[src/rtl/seg_scan_mux.sv]
// seg_scan_mux
//   Time-multiplexes DIGITS active-low segment patterns (bit 7 = dot) onto a
//   shared segment bus with one-hot active-low digit selects. All inputs are
//   snapshotted once per frame, and each digit slot opens with a blanking
//   interval to suppress ghosting.
//
// Ports
//   clk          system clock, rising edge
//   rst          asynchronous active-high reset
//   en           scan enable; 0 blanks the display and holds the scan at frame start
//   segs_in      DIGITS x 8-bit active-low patterns, digit i at [8i+7:8i]
//   seg_out      active-low segment/dot bus
//   dig_out      active-low digit selects, at most one low
//   frame_start  one-cycle pulse on the first cycle of each frame
module seg_scan_mux #(
  parameter int DIGITS       = 4,
  parameter int PRESCALE     = 1000,
  parameter int BLANK_CYCLES = 16
) (
  input  logic                  clk,
  input  logic                  rst,
  input  logic                  en,
  input  logic [8*DIGITS-1:0]   segs_in,
  output logic [7:0]            seg_out,
  output logic [DIGITS-1:0]     dig_out,
  output logic                  frame_start
);

  localparam int unsigned CW = $clog2(PRESCALE);
  localparam int unsigned IW = $clog2(DIGITS);

  localparam logic [CW-1:0] CNT_LAST  = CW'(PRESCALE - 1);
  localparam logic [CW-1:0] CNT_BLANK = CW'(BLANK_CYCLES);
  localparam logic [IW-1:0] IDX_LAST  = IW'(DIGITS - 1);

  logic [CW-1:0]         r_cnt;
  logic [IW-1:0]         r_idx;
  logic [8*DIGITS-1:0]   r_buf;

  logic [CW-1:0]         w_cnt_n;
  logic [IW-1:0]         w_idx_n;
  logic [8*DIGITS-1:0]   w_buf_n;
  logic                  w_wrap;
  logic                  w_lit;
  logic [7:0]            w_seg_n;
  logic [DIGITS-1:0]     w_dig_n;

  always_comb begin
    w_wrap  = en && (r_cnt == CNT_LAST) && (r_idx == IDX_LAST);
    w_cnt_n = r_cnt;
    w_idx_n = r_idx;
    w_buf_n = r_buf;

    if (!en) begin
      w_cnt_n = '0;
      w_idx_n = '0;
      w_buf_n = segs_in;
    end else if (r_cnt == CNT_LAST) begin
      w_cnt_n = '0;
      w_idx_n = (r_idx == IDX_LAST) ? '0 : r_idx + 1'b1;
      if (w_wrap) begin
        w_buf_n = segs_in;
      end
    end else begin
      w_cnt_n = r_cnt + 1'b1;
    end

    // Outputs are derived from next-state values so the registered outputs
    // line up with the (cnt, idx) they describe.
    w_lit   = en && (w_cnt_n >= CNT_BLANK);
    w_seg_n = '1;
    w_dig_n = '1;
    for (int unsigned i = 0; i < DIGITS; i++) begin
      if (w_lit && (w_idx_n == IW'(i))) begin
        w_dig_n[i] = 1'b0;
        w_seg_n    = w_buf_n[8*i +: 8];
      end
    end
  end

  always_ff @(posedge clk or posedge rst) begin
    if (rst) begin
      r_cnt       <= '0;
      r_idx       <= '0;
      r_buf       <= '1;
      seg_out     <= '1;
      dig_out     <= '1;
      frame_start <= 1'b0;
    end else begin
      r_cnt       <= w_cnt_n;
      r_idx       <= w_idx_n;
      r_buf       <= w_buf_n;
      seg_out     <= w_seg_n;
      dig_out     <= w_dig_n;
      frame_start <= w_wrap;
    end
  end

endmodule

[config.mk]
export PLATFORM = sky130hd
export DESIGN_NAME = seg_scan_mux
export DESIGN_NICKNAME = d
export VERILOG_FILES = /design/src/rtl/seg_scan_mux.sv
export SDC_FILE = /design/constraint.sdc
export NUM_CORES = 1
export LEC_CHECK = 0
export CAP_MARGIN = 25
export CORE_MARGIN = 2
export CORE_UTILIZATION = 45
export DETAILED_ROUTE_END_ITERATION = 10
export PLACE_DENSITY = 0.76
export REMOVE_ABC_BUFFERS = 1
export SYNTH_ARGS = -nofsm -noshare
export SYNTH_HDL_FRONTEND = slang
export SYNTH_SLANG_ARGS = --single-unit
[constraint.sdc]
create_clock -name clk -period 2.7 [get_ports clk]
set_clock_uncertainty 0.1 [all_clocks]
set_input_delay 0.27 -clock clk [delete_from_list [all_inputs] [get_ports clk]]
set_output_delay 0.27 -clock clk [all_outputs]
set_load 0.05 [all_outputs]
Word level (Yosys, flattened, before mapping)
Index checks and enable logic that the tools add are counted.

storage, ports and cells
  output and inout port bits = 13
  input port bits = 35
  register bits after elaboration = 57
  logic and storage cells = 38

operators by class
  reductions and logical operators = 8
  magnitude comparators = 1
  equal/unequal tests = 5
  add/sub/neg operators = 2
  mux-type cells = 16

operators with widths
  operator                                                                              number
  32-bit 2-to-1 mux                                                                     3
  8-bit 2-to-1 mux                                                                      4
  10-bit 2-to-1 mux                                                                     2
  10-bit by 1-bit adder with 10-bit output, second input constant                       1
  10-bit equality test, second input constant                                           1
  10-bit by 5-bit greater-or-equal comparator with 1-bit output, second input constant  1
  1-bit logical AND                                                                     7
  2-bit equality test, second input constant                                            3
  2-bit 2-to-1 mux                                                                      3
  1-bit 2-to-1 mux                                                                      4
  2-bit by 1-bit adder with 2-bit output, second input constant                         1
  2-bit by 1-bit equality test with 1-bit output, second input constant                 1
  2-bit zero test                                                                       1

Longest topological paths before layout
Gate-level depths: netlist of run 1.

  depth in word-level cells = 10
  gate-level depth with buffers = 9
  mapped depth without buffers = 7

Worst setup path after synthesis of run 1
OpenSTA, ideal clock, no wires.

  path type = reg-to-reg
  start point = register r_cnt[4]
  end point = register seg_out[2]
  setup time = 101 ps
  data required time = 2499 ps
  path buffers = 3
  arrival = 2150 ps
  stages on the path, launching flop included = 9
  clock period less this slack = 2351 ps
  setup slack = 349 ps
  path through = dfrtp_1 -> buf_6 -> or3b_4 -> or4_4 -> and2_4 -> buf_6 -> buf_8 -> a211oi_2 -> o32ai_2

on the way
  cells in the longest elaborated chain, start to end = 10
  elaborated cells on any way between the ends = 25
  classes of those cells = add/sub: 1; order compare: 1; eq/ne: 4; mux: 11; reduce/logical: 8

ends and longest elaborated chain
  what                                                                                                       line        RTL
  from (decl)                                                                                                36          logic [CW-1:0] r_cnt;
  from (signal assigned)                                                                                     90          r_cnt <= w_cnt_n;
  10-bit by 1-bit adder with 10-bit output / 10-bit equality test (equally long branches)                    65, 49, 58
  10-bit 2-to-1 mux / 1-bit logical AND (equally long branches)                                              58, 49
  10-bit 2-to-1 mux / 1-bit logical AND (equally long branches)                                              54, 49
  10-bit by 5-bit greater-or-equal comparator with 1-bit output / 32-bit 2-to-1 mux (equally long branches)  70, 61
  1-bit logical AND / 32-bit 2-to-1 mux (equally long branches)                                              70, 58
  1-bit logical AND / 32-bit 2-to-1 mux (equally long branches)                                              74, 54
  8-bit 2-to-1 mux (3 in a row)                                                                              74          if (w_lit && (w_idx_n == IW'(i))) begin
  8-bit 2-to-1 mux *                                                                                         74
  net w_seg_n[2]                                                                                             45          logic [7:0] w_seg_n;
  to (signal assigned)                                                                                       93          seg_out <= w_seg_n;
  to (decl)                                                                                                  24          output logic [7:0] seg_out,

Mark *: on every way through the listed nets, which the timed path passes. The rest lies on a longest branch.

Final worst setup path of run 1
  start point = register r_cnt[1]
  end point = register seg_out[6]

Same word-level chain as after synthesis.

==> summary.txt, run 1 <==
Run status
  • Run status: completed

STA
  • Hold slack: roughly 230 ps
  • Hold violation total from the final report: 0
  • Final Setup Violations: 0
  • Max-slew violation count: 0
  • Transition time at the pin with the least slew margin: ~600 ps
  • Peak Freq: 0.397 GHz
  • Final setup slack of the worst path: 178 ps
  • RSZ-0062 raised after global routing: false
  • Final critical-path share of the clock period: 0.934
  • Rel. slew slack: 0.598
  • Clock period minus worst slack: ~2500 ps

Global route
  • Total congestion overflow: 0
  • Largest net degree at the start of global routing: 41
  • Number of global-route vias before repair: 2345
  • First-pass GRT wire length: 11000 um
  • Initial antenna violation count: 0
  • GRT Resource Usage Total: 0.194

Floorplanning
  • Effective utilization at floorplan: 0.464
  • I/O pin count: between 40 and 50
  • Rows: 29
  • Overall die height: 84.7 um
  • Die W: ~85 um
  • Area of the die: between 0.007 and 0.008 sq mm
  • Core area: 0.00631 sq mm

Detailed routing
  • Detail Route Antenna Nets: 0
  • Vias: about 2400
  • First drt pass iteration count: 4
  • Sum of routed wire length over all layers: between 6000 and 7000 um
  • First DRT Iteration DRCs: 118
  • Wirelength per Cell: ~15 um
  • Post-DR vias/cell: between 5 and 6
  • DRC violations left: 0

Final layout
  • Area overhead of the layout relative to synthesis: 27.2%
  • Nets: 392
  • Finished Cell Area: 0.00373 sq mm
  • Ant. Diodes: 0
  • Util after Layout: 0.590
  • Non-filler cells in the finished layout: about 440
  • Fraction of final layout cells sized beyond drive strength 1: 0.261

Power
  • Flop pwr share: 0.492
  • Proportion of power drawn by combinational gates: 0.097
  • Power density over cell area: between 500 and 600 mW/mm^2
  • Switching pwr: approximately 440 uW
  • Worst ir drop on vdd: 0.437 mV
  • Sw frac: 0.228
  • Clk pwr share: 0.411
  • Leakage component of the power: 0.00156 uW
  • Internal power component: approximately 1500 uW

Place
  • Cell count after placement: 419
  • Worst setup slack before clock tree synthesis: between 100 and 150 ps
  • Quantity of I/O buffers inserted on ports: between 40 and 50
  • Post-detailed-placement half-perimeter wirelength: about 4400 um
  • Weighted congestion reported at the end of routability-driven placement: 0.895
  • Placed cell areas: 0.00350 sq mm

Job
  • Max-capacitance violation count: 0

Worst setup path
  • Maximum net fanout on the critical path: 24
  • Slowest Stage Delay on Critical Path: around 570 ps
  • WP data required: around 2900 ps
  • Buffering stage count on the worst path with inverters included: 1
  • Top Family by Delay on Critical Path: simple AND/OR/NAND/NOR gates
  • Category of the worst setup path capture point: flip-flop
  • Path type of the worst setup path: flip-flop to flip-flop
  • Sequence of cells on the critical path: ha_1 -> nand3_1 -> or4_4 -> buf_4 -> and3_1 -> a211oi_1 -> o32ai_2
  • Launching element type of the critical path: flip-flop
  • Slowest stage cell on the critical path: sky130_fd_sc_hd__or4_4
  • Arrival @ worst endpoint: 2670 ps

Logic synthesis
  • Number of synthesized register bits: between 50 and 60
  • Leading cell types by total area after synthesis: sky130_fd_sc_hd__dfstp_2 (39%), sky130_fd_sc_hd__nand2_1 (13%), sky130_fd_sc_hd__dfrtp_1 (11%)
  • Area of the mapped netlist: 0.00293 sq mm
  • Most used DFF post-synth: sky130_fd_sc_hd__dfstp_2
  • Top post-synthesis cells by count: sky130_fd_sc_hd__nand2_1 (99), sky130_fd_sc_hd__dfstp_2 (44), sky130_fd_sc_hd__a211oi_1 (19)
  • Cell type with the highest aggregate area in the netlist: sky130_fd_sc_hd__dfstp_2
  • Post-synthesis instance total: just over 300
  • Share of Yosys cell area claimed by the top area cell type: 0.395
  • Share of the yosys chip area belonging to registers: 0.506
  • Syn Area/Cell: around 9.7 sq um
  • Number of different library cells in the post-synthesis netlist: 47
  • Most repeated cell in the gate-level netlist after synthesis: sky130_fd_sc_hd__nand2_1
  • Async set-reset flop share out of synthesis: 1.00
  • Number of enable flip-flop cells after synthesis: 0
  • Yosys warning count: 0

Clock network
  • Cell at the root of the clock tree: sky130_fd_sc_hd__clkbuf_8
  • Worst-path clk slew: about 70 ps
  • Number of post-CTS setup repair buffers: 0
  • Hold-fix buffer count after cts: 0
  • CTS tree: yes
  • Clk sink count: between 50 and 60
  • CTS H-tree lvls: 3
  • Worst-skew pair later-pin latency: between 300 and 400 ps
  • CTS resizes: 0
  • Number of CTS-inserted buffers: 9
  • Number of buffers between clock root and the deepest sink: 2

Min path
  • Class of the tightest hold or removal check: input pin to asynchronous set/reset pin
[worst paths after layout]
| kind | start | end | slack [ps] | cells past startpoint |
|---|---|---|---|---|
| setup reg to reg | r_cnt[1] | seg_out[6] | 180 | 7 |
| setup / recovery | r_cnt[1] | seg_out[6] | 180 | 7 |
| max in group asynchronous | rst | seg_out[0] | 1640 | 3 |
| hold / removal | rst | r_idx[1] | 230 | 2 |
| min in group clk | segs_in[12] | r_buf[12] | 330 | 3 |
| hold reg to reg | r_buf[10] | r_buf[10] | 350 | 2 |
[flip-flops by register name (all words and copies together), names as in the netlist]
name / flops
seg_out: 8
r_idx: 2
r_cnt: 10
dig_out: 4
r_buf: 32
frame_start: 1
[routing by layer]
metal	GRT usage	vias up	share of wire
li1	-	1174	-
met1	0.258	1170	0.44
met2	0.311	75	0.49
met3	0.0393	15	0.052
met4	0.0823	0	0.020
met5	0	-	0
[layout make-up]
class / count / area (sq um)
clock buffers: 14 / 163
clock inverters: 2 / 37.5
flip-flops and latches: 57 / 1480
repair buffers: 61 / 601
inverters: 6 / 27.5
multi-input cells: 220 / 1320
well taps: 77 / 96.3
fillers: 574 / 2590
[stage by stage]
stage / power, uW / TNS, ps
final: 1950 / 0
after CTS: 1970 / 0
after global routing: 2040 / 0
after global placement: 1160 / 0
after floorplan: 1060 / -10830
after detailed placement: 1160 / 0
[power groups by stage]
stage          combinational (uW)  sequential (uW)  clock (uW)
6_report                      189              961         803
3_5_place_dp                  189              974           0
5_1_grt                       213              966         863
2_1_floorplan                97.0              965           0
4_1_cts                       189              961         821
3_3_place_gp                  184              972           0
[cell families (layout without fill, tap and decap cells)]
family / after synthesis / count (layout) / share of synthesized area
AO/OA/AOI/OAI: 71 / 71 / 0.207
multiplexers: 2 / 2 / 0.00726
XOR/XNOR: 3 / 3 / 0.00897
AND/OR/NAND/NOR: 142 / 142 / 0.213
flip-flops: 57 / 57 / 0.506
adder cells (fa/ha/maj): 2 / 2 / 0.00854
buffers and inverters: 26 / 83 / 0.0500
[cells in the final DEF (no fill, tap or decap), types with 7 or more instances in the layout]
cell and count:
sky130_fd_sc_hd__nand3_1 8, sky130_fd_sc_hd__a211oi_1 19, sky130_fd_sc_hd__nor2_1 7, sky130_fd_sc_hd__buf_4 12, sky130_fd_sc_hd__clkbuf_8 11, sky130_fd_sc_hd__a21boi_0 16, sky130_fd_sc_hd__dfrtp_1 13, sky130_fd_sc_hd__dfstp_2 44
sky130_fd_sc_hd__nand2_1 99, sky130_fd_sc_hd__clkdlybuf4s50_1 47, sky130_fd_sc_hd__and3_1 12
[worst reg2reg max path, stage by stage, from the launching register on]
cell and delay [ps]:
sky130_fd_sc_hd__dfrtp_1 430, sky130_fd_sc_hd__ha_1 250, sky130_fd_sc_hd__nand3_1 210, sky130_fd_sc_hd__or4_4 580, sky130_fd_sc_hd__buf_4 220, sky130_fd_sc_hd__and3_1 220, sky130_fd_sc_hd__a211oi_1 330, sky130_fd_sc_hd__o32ai_2 120
Note: power is estimated with default switching activity, not from simulation.
==> run 2: changes to the inputs <==
Settings changed: REMOVE_ABC_BUFFERS 1 to unset.
==> run 2 against run 1 <==
- global-route usage barely moved
- count of clock-buffer cells in the layout fell by 1
- design area fell by 0.27%
- wire length rose by 1.7%
- register-to-register slack improved by 50 ps
- critical endpoint is now seg_out[3]
==> summary.txt, run 2 (synthesis gave the netlist of run 1 again) <==
Run status
  • Run status: completed (unchanged)

Detailed routing
  • Wirelength per Cell: 15.5 um (was 15.2 um)
  • First drt pass iteration count: 4 (unchanged)
  • Post-DR vias/cell: 5.52 (was 5.57)
  • Sum of routed wire length over all layers: 6750 um (was 6640 um)
  • Vias: 2402 (was 2434)
  • DRC violations left: 0 (unchanged)
  • Detail Route Antenna Nets: 0 (unchanged)
  • First DRT Iteration DRCs: 193 (was 118)

Final layout
  • Largest register FFs: 32 (unchanged)
  • Fraction of final layout cells sized beyond drive strength 1: 0.260 (was 0.261)
  • Number of filler cells placed in the layout: 554 (was 574)
  • Register with the most flip-flops: r_buf (unchanged)
  • Largest registers: r_buf: 32 flops, r_cnt: 10 flops, seg_out: 8 flops (unchanged)
  • Leading cell types in the layout, fill and taps excluded: sky130_fd_sc_hd__nand2_1 (99), sky130_fd_sc_hd__clkdlybuf4s50_1 (47), sky130_fd_sc_hd__dfstp_2 (44) (unchanged)
  • Area overhead of the layout relative to synthesis: 26.9% (was 27.2%)
  • Most common cell after layout, fill and taps aside: sky130_fd_sc_hd__nand2_1 (unchanged)
  • Nets: 391 (was 392)
  • Ant. Diodes: 0 (unchanged)

Global route
  • Initial antenna violation count: 0 (unchanged)
  • First-pass GRT wire length: 11200 um (was 11000 um)
  • Total congestion overflow: 0 (unchanged)
  • Number of global-route vias before repair: 2397 (was 2345)
  • Largest net degree at the start of global routing: 41 (unchanged)
  • GRT Resource Usage Total: 0.195 (was 0.194)

Logic synthesis
  • Synthesized netlist net count: 340

Clock network
  • Worst-skew pair later-pin latency: 320 ps (was 340 ps)
  • Clk sink count: 57 (unchanged)
  • Number of post-CTS setup repair buffers: 0 (unchanged)
  • Worst-path clk slew: 70 ps (about the same)
  • Cell at the root of the clock tree: sky130_fd_sc_hd__clkbuf_8 (unchanged)
  • Number of CTS-inserted buffers: 9 (unchanged)
  • CTS tree: yes (unchanged)
  • Hold-fix buffer count after cts: 0 (unchanged)
  • CTS resizes: 0 (unchanged)
  • CTS H-tree lvls: 3 (unchanged)
  • Number of buffers between clock root and the deepest sink: 2 (unchanged)

STA
  • Peak Freq: 0.404 GHz (was 0.397 GHz)
  • Setup TNS Final: 0 ps (unchanged)
  • Transition time at the pin with the least slew margin: 592 ps (was 602 ps)
  • Clock period minus worst slack: 2480 ps (was 2520 ps)
  • RSZ-0062 raised after global routing: false (unchanged)
  • Max-slew violation count: 0 (unchanged)
  • Rel. slew slack: 0.605 (was 0.598)
  • Final critical-path share of the clock period: 0.917 (was 0.934)
  • Final Setup Violations: 0 (unchanged)
  • Hold violation total from the final report: 0 (unchanged)

Floorplanning
  • Die W: 84.7 um (unchanged)
  • Core area: 0.00631 sq mm (unchanged)
  • Effective utilization at floorplan: 0.464 (unchanged)
  • I/O pin count: 48 (unchanged)
  • Area of the die: 0.00717 sq mm (unchanged)
  • Overall die height: 84.7 um (unchanged)
  • Rows: 29 (unchanged)

Worst setup path
  • Maximum net fanout on the critical path: 8 (was 24)
  • Launching element type of the critical path: flip-flop (unchanged)
  • Category of the worst setup path capture point: flip-flop (unchanged)
  • WP data required: 2830 ps (was 2850 ps)
  • Arrival @ worst endpoint: 2600 ps (was 2670 ps)
  • Path type of the worst setup path: flip-flop to flip-flop (unchanged)

Power
  • Leakage component of the power: 0.00156 uW (about the same)
  • Sum of internal, switching and leakage power: 1970 uW (was 1950 uW)
  • Worst ir drop on vdd: 0.252 mV (was 0.437 mV)
  • Power density over cell area: 529 mW/mm^2 (was 524 mW/mm^2)

Job
  • Max-capacitance violation count: 0 (unchanged)

Place
  • Post-detailed-placement half-perimeter wirelength: 4570 um (was 4440 um)
  • Weighted congestion reported at the end of routability-driven placement: 0.903 (was 0.895)
  • Quantity of I/O buffers inserted on ports: 47 (unchanged)

Min path
  • Class of the tightest hold or removal check: input pin to flip-flop (was input pin to asynchronous set/reset pin)
==> run 2: changes by cell type in the layout (fill, tap and decap cells not counted), sizes merged <==
cell	change
buf	-1
clkbuf	-1
clkinv	+1
clkinvlp	-1
==> run 2: final timing paths <==
kind	start	to	slack, ps	cells past startpoint
max	r_idx[0]	seg_out[3]	220	6
min	segs_in[28]	r_buf[28]	340	3
max reg2reg	r_idx[0]	seg_out[3]	220	6
min reg2reg	r_buf[14]	r_buf[14]	350	2
max in group asynchronous	rst	dig_out[2]	1620	3
min in group asynchronous	rst	r_buf[23]	590	2
==> run 2: critical path, cell delays in order, from the launching register on <==
cell and delay [ps]:
sky130_fd_sc_hd__dfrtp_1 430, sky130_fd_sc_hd__ha_1 280, sky130_fd_sc_hd__or3b_2 470, sky130_fd_sc_hd__nor4_1 270
sky130_fd_sc_hd__a311o_1 430, sky130_fd_sc_hd__a211oi_1 110, sky130_fd_sc_hd__o32ai_2 300
==> run 2: area by class of cell <==
cell class / instances / area (sq um) / share of cell area
Clock buffer: 13 / 170 / 0.0458
Clock inverter: 2 / 35.0 / 0.00942
Tap cell: 77 / 96.3 / 0.0259
Sequential cell: 57 / 1480 / 0.399
Multi-Input combinational cell: 220 / 1310 / 0.353
Timing Repair Buffer: 60 / 593 / 0.160
Inverter: 6 / 27.5 / 0.00740
==> run 2: routing by layer <==
| metal | vias to the layer above | GRT usage | share of wire |
|---|---|---|---|
| li1 | 1171 | - | - |
| met1 | 1159 | 0.263 | 0.47 |
| met2 | 70 | 0.310 | 0.49 |
| met3 | 2 | 0.0305 | 0.039 |
| met4 | 0 | 0.0880 | 0.0050 |
| met5 | - | 0 | 0 |
==> run 2: where the power goes <==
group | internal (uW) | leakage [uW] | total [uW] | switching, uW
Sequential | 934 | 0.000641 | 965 | 30.9
Clock | 502 | 0.000105 | 816 | 314
Combinational | 94.6 | 0.000815 | 185 | 90.8
Total | 1530 | 0.00156 | 1970 | 436
==> run 2: stage by stage <==
stage	utilization	instance area [sq um]	hold WS, ps	std cells	setup slack (ps)
final	0.589	3720	338	435	224
after floorplan	-	2930	258	303	349
after detailed placement	0.555	3500	345	419	145
after global routing	0.589	3720	342	435	30.9
after CTS	0.588	3710	328	434	223
after global placement	0.555	3500	341	419	241
==> run 3: changes to the inputs <==
Clock period 2.7 ns to 2.4 ns, I/O delays scaled along.
==> run 3 against run 2 <==
- wire length up 5.8%
- global-route usage up 1.3 points
- critical endpoint is now seg_out[7]
- maximum frequency up 5.9%
- worst setup slack worse by 160 ps
- clock power up 11%
==> summary.txt, run 3 (synthesis gave the netlist of run 1 again) <==
Run status
  • Run status: completed (unchanged)

Floorplanning
  • Die W: 84.7 um (unchanged)
  • Area of the die: 0.00717 sq mm (unchanged)
  • Rows: 29 (unchanged)
  • Core area: 0.00631 sq mm (unchanged)
  • Overall die height: 84.7 um (unchanged)
  • Effective utilization at floorplan: 0.464 (unchanged)
  • I/O pin count: 48 (unchanged)

Detailed routing
  • Detail Route Antenna Nets: 0 (unchanged)
  • First DRT Iteration DRCs: 171 (was 193)
  • Sum of routed wire length over all layers: 7150 um (was 6750 um)
  • DRC violations left: 0 (unchanged)
  • Post-DR vias/cell: 5.42 (was 5.52)
  • First drt pass iteration count: 4 (unchanged)
  • Wirelength per Cell: 15.5 um (about the same)
  • Vias: 2495 (was 2402)

Final layout
  • Most common cell after layout, fill and taps aside: sky130_fd_sc_hd__nand2_1 (unchanged)
  • Finished Cell Area: 0.00396 sq mm (was 0.00372 sq mm)
  • Largest registers: r_buf: 32 flops, r_cnt: 10 flops, seg_out: 8 flops (unchanged)
  • Largest register FFs: 32 (unchanged)
  • Ant. Diodes: 0 (unchanged)
  • Area overhead of the layout relative to synthesis: 35.1% (was 26.9%)
  • Register with the most flip-flops: r_buf (unchanged)
  • Number of filler cells placed in the layout: 534 (was 554)
  • Nets: 415 (was 391)
  • Fraction of final layout cells sized beyond drive strength 1: 0.342 (was 0.260)
  • Leading cell types in the layout, fill and taps excluded: sky130_fd_sc_hd__nand2_1 (99), sky130_fd_sc_hd__clkdlybuf4s50_1 (47), sky130_fd_sc_hd__dfstp_2 (44) (unchanged)

Clock network
  • Worst-path clk slew: 70 ps (about the same)
  • Number of CTS-inserted buffers: 9 (unchanged)
  • Hold-fix buffer count after cts: 0 (unchanged)
  • Number of buffers between clock root and the deepest sink: 2 (unchanged)
  • CTS H-tree lvls: 3 (unchanged)
  • Cell at the root of the clock tree: sky130_fd_sc_hd__clkbuf_8 (unchanged)
  • CTS tree: yes (unchanged)
  • Worst-skew pair later-pin latency: 340 ps (was 320 ps)
  • Clk sink count: 57 (unchanged)

Worst setup path
  • Buffering stage count on the worst path with inverters included: 1 (was 0)
  • WP data required: 2550 ps (was 2830 ps)
  • Destination of the worst register-to-register timing path: seg_out[7] (was seg_out[3])
  • Reg-to-reg slack, setup: 60 ps (was 220 ps)
  • Top Family by Delay on Critical Path: simple AND/OR/NAND/NOR gates (was compound AO/OA/AOI/OAI gates)
  • Launching element type of the critical path: flip-flop (unchanged)
  • Category of the worst setup path capture point: flip-flop (unchanged)
  • Reg2reg path depth: 6 (unchanged)
  • Sequence of cells on the critical path: or3b_4 -> or4_4 -> and2_4 -> buf_4 -> a211oi_1 -> o32ai_1 (was ha_1 -> or3b_2 -> nor4_1 -> a311o_1 -> a211oi_1 -> o32ai_2)
  • Path type of the worst setup path: flip-flop to flip-flop (unchanged)
  • Maximum net fanout on the critical path: 10 (was 8)
  • Critical R2R Launch: r_cnt[4] (was r_idx[0])
  • Arrival @ worst endpoint: 2490 ps (was 2600 ps)
  • Slowest Stage Delay on Critical Path: 540 ps (was 470 ps)
  • Slowest stage cell on the critical path: sky130_fd_sc_hd__or4_4 (was sky130_fd_sc_hd__or3b_2)

Power
  • Leakage component of the power: 0.00168 uW (was 0.00156 uW)
  • Power density over cell area: 560 mW/mm^2 (was 529 mW/mm^2)
  • Worst ir drop on vdd: 0.364 mV (was 0.252 mV)

STA
  • Max-slew violation count: 0 (unchanged)
  • RSZ-0062 raised after global routing: true (was false)
  • Hold violation total from the final report: 0 (unchanged)
  • Final critical-path share of the clock period: 0.974 (was 0.917)
  • Clock period minus worst slack: 2340 ps (was 2480 ps)
  • Final Setup Violations: 0 (unchanged)
  • Setup TNS Final: 0 ps (unchanged)
  • Peak Freq: 0.428 GHz (was 0.404 GHz)
  • Transition time at the pin with the least slew margin: 596 ps (was 592 ps)
  • Rel. slew slack: 0.601 (was 0.605)

Global route
  • Number of global-route vias before repair: 2434 (was 2397)
  • First-pass GRT wire length: 11600 um (was 11200 um)
  • Largest net degree at the start of global routing: 41 (unchanged)
  • Total congestion overflow: 0 (unchanged)
  • Initial antenna violation count: 0 (unchanged)
  • GRT Resource Usage Total: 0.207 (was 0.195)

Logic synthesis
  • Synthesized netlist net count: 340 (unchanged)

Min path
  • Terminating pin of the worst hold path: r_buf[11] (was r_buf[28])
  • Worst Hold Launch: segs_in[11] (was segs_in[28])
  • WHS Path Cells: 3 (unchanged)
  • Class of the tightest hold or removal check: input pin to flip-flop (unchanged)

Place
  • Placed cell areas: 0.00362 sq mm (was 0.00350 sq mm)
  • Quantity of I/O buffers inserted on ports: 47 (unchanged)
  • Weighted congestion reported at the end of routability-driven placement: 0.888 (was 0.903)
  • Post-detailed-placement half-perimeter wirelength: 4780 um (was 4570 um)

Job
  • Max-capacitance violation count: 0 (unchanged)
[run 3: changes by cell type in the layout (fill, tap and decap cells not counted), moves of 2 or more]
cell	before	now
sky130_fd_sc_hd__buf_4	11	34
sky130_fd_sc_hd__a21boi_1	0	3
sky130_fd_sc_hd__a211oi_1	19	11
sky130_fd_sc_hd__a211oi_2	5	13
sky130_fd_sc_hd__clkbuf_8	10	12
sky130_fd_sc_hd__a21boi_0	16	13
[run 3: where the power goes]
part	internal, uW	leakage [uW]	switching [uW]	total, uW
clock network	522	0.000105	384	906
logic	118	0.000938	109	227
registers	1050	0.000639	35.2	1090
[run 3: final cells by class]
type / instances / area [sq um] / share of cell area
clock buffer: 15 / 198 / 0.0499
clock inverter: 1 / 5.00 / 0.00126
inverter: 6 / 27.5 / 0.00695
multi-input combinational: 220 / 1370 / 0.347
sequential: 57 / 1480 / 0.374
tap: 77 / 96.3 / 0.0243
timing repair buffer: 84 / 777 / 0.196
[run 3: how the worst max path moves through the flow]
stage                             to      from  slack (ps)  cells after the start
after CTS                 seg_out[6]  r_cnt[0]        -0.6                      7
after floorplan           seg_out[2]  r_cnt[4]          50                      8
after detailed placement  seg_out[2]        en        -110                      6
after global routing      seg_out[1]  r_cnt[3]         -20                      6
final                     seg_out[7]  r_cnt[4]          60                      6
after global placement    seg_out[2]        en         -60                      7
[run 3: timing repair]
item                       CTS  global route
setup endpoints to repair    3            13
setup buffers                4             3
resized for setup            4            13
pin swaps                    1             1
[run 3: metrics by stage]
step | util | hold WS [ps] | cells | power, uW | setup slack [ps]
2_1_floorplan | - | 228 | 303 | 1200 | 48.9
4_1_cts | 0.614 | 283 | 455 | 2220 | -0.611
6_report | 0.627 | 287 | 460 | 2220 | 62.7
3_5_place_dp | 0.574 | 345 | 435 | 1320 | -106
3_3_place_gp | 0.574 | 341 | 435 | 1310 | -63.6
5_1_grt | 0.627 | 300 | 460 | 2300 | -23.0
[run 3: routing by layer]
| layer | part of all wire | track usage | routed length [um] |
|---|---|---|---|
| met3 | 0.045 | 0.0433 | 319 |
| met5 | 0 | 0 | 0 |
| met1 | 0.46 | 0.276 | 3310 |
| met2 | 0.47 | 0.321 | 3360 |
| met4 | 0.022 | 0.105 | 160 |
[run 3: tightest hold or removal path, stage by stage]
cell and delay [ps]:
sky130_fd_sc_hd__clkdlybuf4s50_1 400, sky130_fd_sc_hd__nand2_1 50, sky130_fd_sc_hd__nand2_1 40
==> edit: new RTL, config.mk and constraints of run 1 <==
Change the parameter `DIGITS` from 4 to 16.
--- a/src/rtl/seg_scan_mux.sv
+++ b/src/rtl/seg_scan_mux.sv
@@ -14,5 +14,5 @@
 //   frame_start  one-cycle pulse on the first cycle of each frame
 module seg_scan_mux #(
-  parameter int DIGITS       = 4,
+  parameter int DIGITS       = 16,
   parameter int PRESCALE     = 1000,
   parameter int BLANK_CYCLES = 16
Interface: changed (resized dig_out and segs_in); port bits go from 48 to 156. No check against the original RTL was run, so the function may have changed too.
==> edit against run 1 <==
The flow now finishes with violations (setup timing). First-iteration DRC count grew to 3.2 times the old value. Critical path type unchanged. Power grew to 3.1 times the old value. Maximum frequency is 19% lower. Count of clock-buffer cells in the layout is 5 higher. Synthesized cell count is 98% higher. Setup slack worse by 0.58 ns. Routed wire length grew to 3.4 times the old value. Non-clock buffer count is 242 higher. Hold slack better by 0.014 ns. Sequential cell count is 110 higher. Largest cell class unchanged. Final area grew to 3.1 times the old value. Area after synthesis grew to 2.7 times the old value. Largest power group unchanged.
==> edit: results <==
metrics = {
    "global_routing": {
        "antenna_found_initial": 0,
        "grt_use_total_pct": 24.5,
        "grt_pass1_vias": 6688,
        "grt_pass1_wl_mm": 34.3,
        "grt_max_degree": 67,
    },
    "finish": {
        "fillers": 1162,
        "top_regs": "r_buf x128, dig_out x16, r_cnt x10",
        "largest_reg_flops": 128,
        "final_nets": 1021,
        "drive_gt1_share_pct": 56.7,
    },
    "sta": {
        "setup_slack_ns": -0.398,
        "worst_slew_pin_slew_ns": 0.642,
        "setup_tns_ns": -2.44,
        "setup_viol": 8,
    },
    "place": {
        "dp_hpwl_mm": 16.0,
        "placedCellCount": 1066,
        "pre_cts_slack_ns": -0.452,
        "io_buffers": 155,
        "gp_congestion": 0.879,
    },
    "drt": {
        "wl_mm": 22.7,
        "drt_iter0_markers": 379,
        "first_pass_iters": 5,
        "via_per_inst": 5.49,
        "vias": 6179,
    },
    "synth": {
        "synth.avg_cell_area_sq_um": 13.0,
        "netlist_top_cells_count": "dfstp_2, mux2_2, nand2_1",
        "synth_area_leaders": "dfstp_2, mux2_2, dfrtp_1",
        "synth.yosys.seq_area_share_pct": 56.2,
        "synth_cell_type_count": 66,
    },
    "worst_hold_path": {
        "hold_path_class": "input port to async pin",
    },
    "status": {
        "status": "finished with violations",
        "violations": "setup timing",
    },
    "critical_path": {
        "path_delay_family": "compound AO/OA/AOI/OAI gates",
        "slowest_stage": "or4_4",
        "worstPathMaxFanout": 5,
        "slowest_delay_ns": 0.48,
    },
    "clocking": {
        "clock_latency_ns": 0.43,
        "root_buffer": "clkbuf_16",
        "htree_num_levels": 4,
        "clockBufferDepth": 2,
        "cts_buffers": 17,
    },
    "power": {
        "vdd_ir_drop_max_v": 0.000466,
        "leakage_uw": 0.00474,
    },
}
==> edit: worst reg2reg max path: cells and delay by family (launching register included) <==
kind / cells / cell delay [ns]
compound gates: 5 / 1.12
buf+inv: 3 / 0.43
flops: 1 / 0.41
simple gates: 3 / 0.80
fa+ha+maj: 1 / 0.17
==> edit: kinds of logic after synthesis <==
group	share of synthesized area, %
XOR/XNOR	0.563
AND/OR/NAND/NOR	10.1
flip-flops	56.2
multiplexers	20.0
buffers and inverters	3.22
AO/OA/AOI/OAI	9.59
adder cells (fa/ha/maj)	0.322
==> edit: repair_timing <==
item / CTS / global route
pin swaps: 20 / 19
buffers inserted: 18 / 10
resized for setup: 50 / 36
cloned: 1 / 2
setup endpoints to repair: 8 / 10
==> edit: worst paths after layout <==
path | from | to | slack [ns] | cells past startpoint
max | r_cnt[1] | seg_out[0] | -0.40 | 12
min | rst | r_idx[2] | 0.24 | 2
max reg2reg | r_cnt[1] | seg_out[0] | -0.40 | 12
min reg2reg | r_buf[35] | r_buf[35] | 0.52 | 1
max in group asynchronous | rst | r_buf[109] | 1.50 | 3
min in group clk | segs_in[120] | r_buf[120] | 0.38 | 2
==> edit: power breakdown <==
part | internal (uW) | switching [uW] | total, uW
logic | 447 | 305 | 752
registers | 2840 | 59.0 | 2900
clock network | 1400 | 1030 | 2420
==> edit: layout make-up <==
class | instances | area share [%]
Sequential cell | 167 | 37.7
Clock inverter | 13 | 1.26
Multi-Input combinational cell | 385 | 29.8
Clock buffer | 19 | 3.83
Timing Repair Buffer | 303 | 24.4
Tap cell | 225 | 2.43
Inverter | 14 | 0.573
==> edit: layer usage <==
metal  up-vias  track usage [%]  routed length (microns)
met5         -                0                        0
met4         0             11.7                      842
met2       236             42.7                    11500
met1      3127             29.6                     9260
li1       2762                -                        -
met3        54             4.15                     1170
==> edit: per-stage QoR <==
stage                     instance area [sq um]  utilization, %
after floorplan                            7580               -
after global placement                    10400            60.7
after detailed placement                  10400            60.7
after CTS                                 11300            66.0
after global routing                      11600            67.6
final                                     11600            67.6
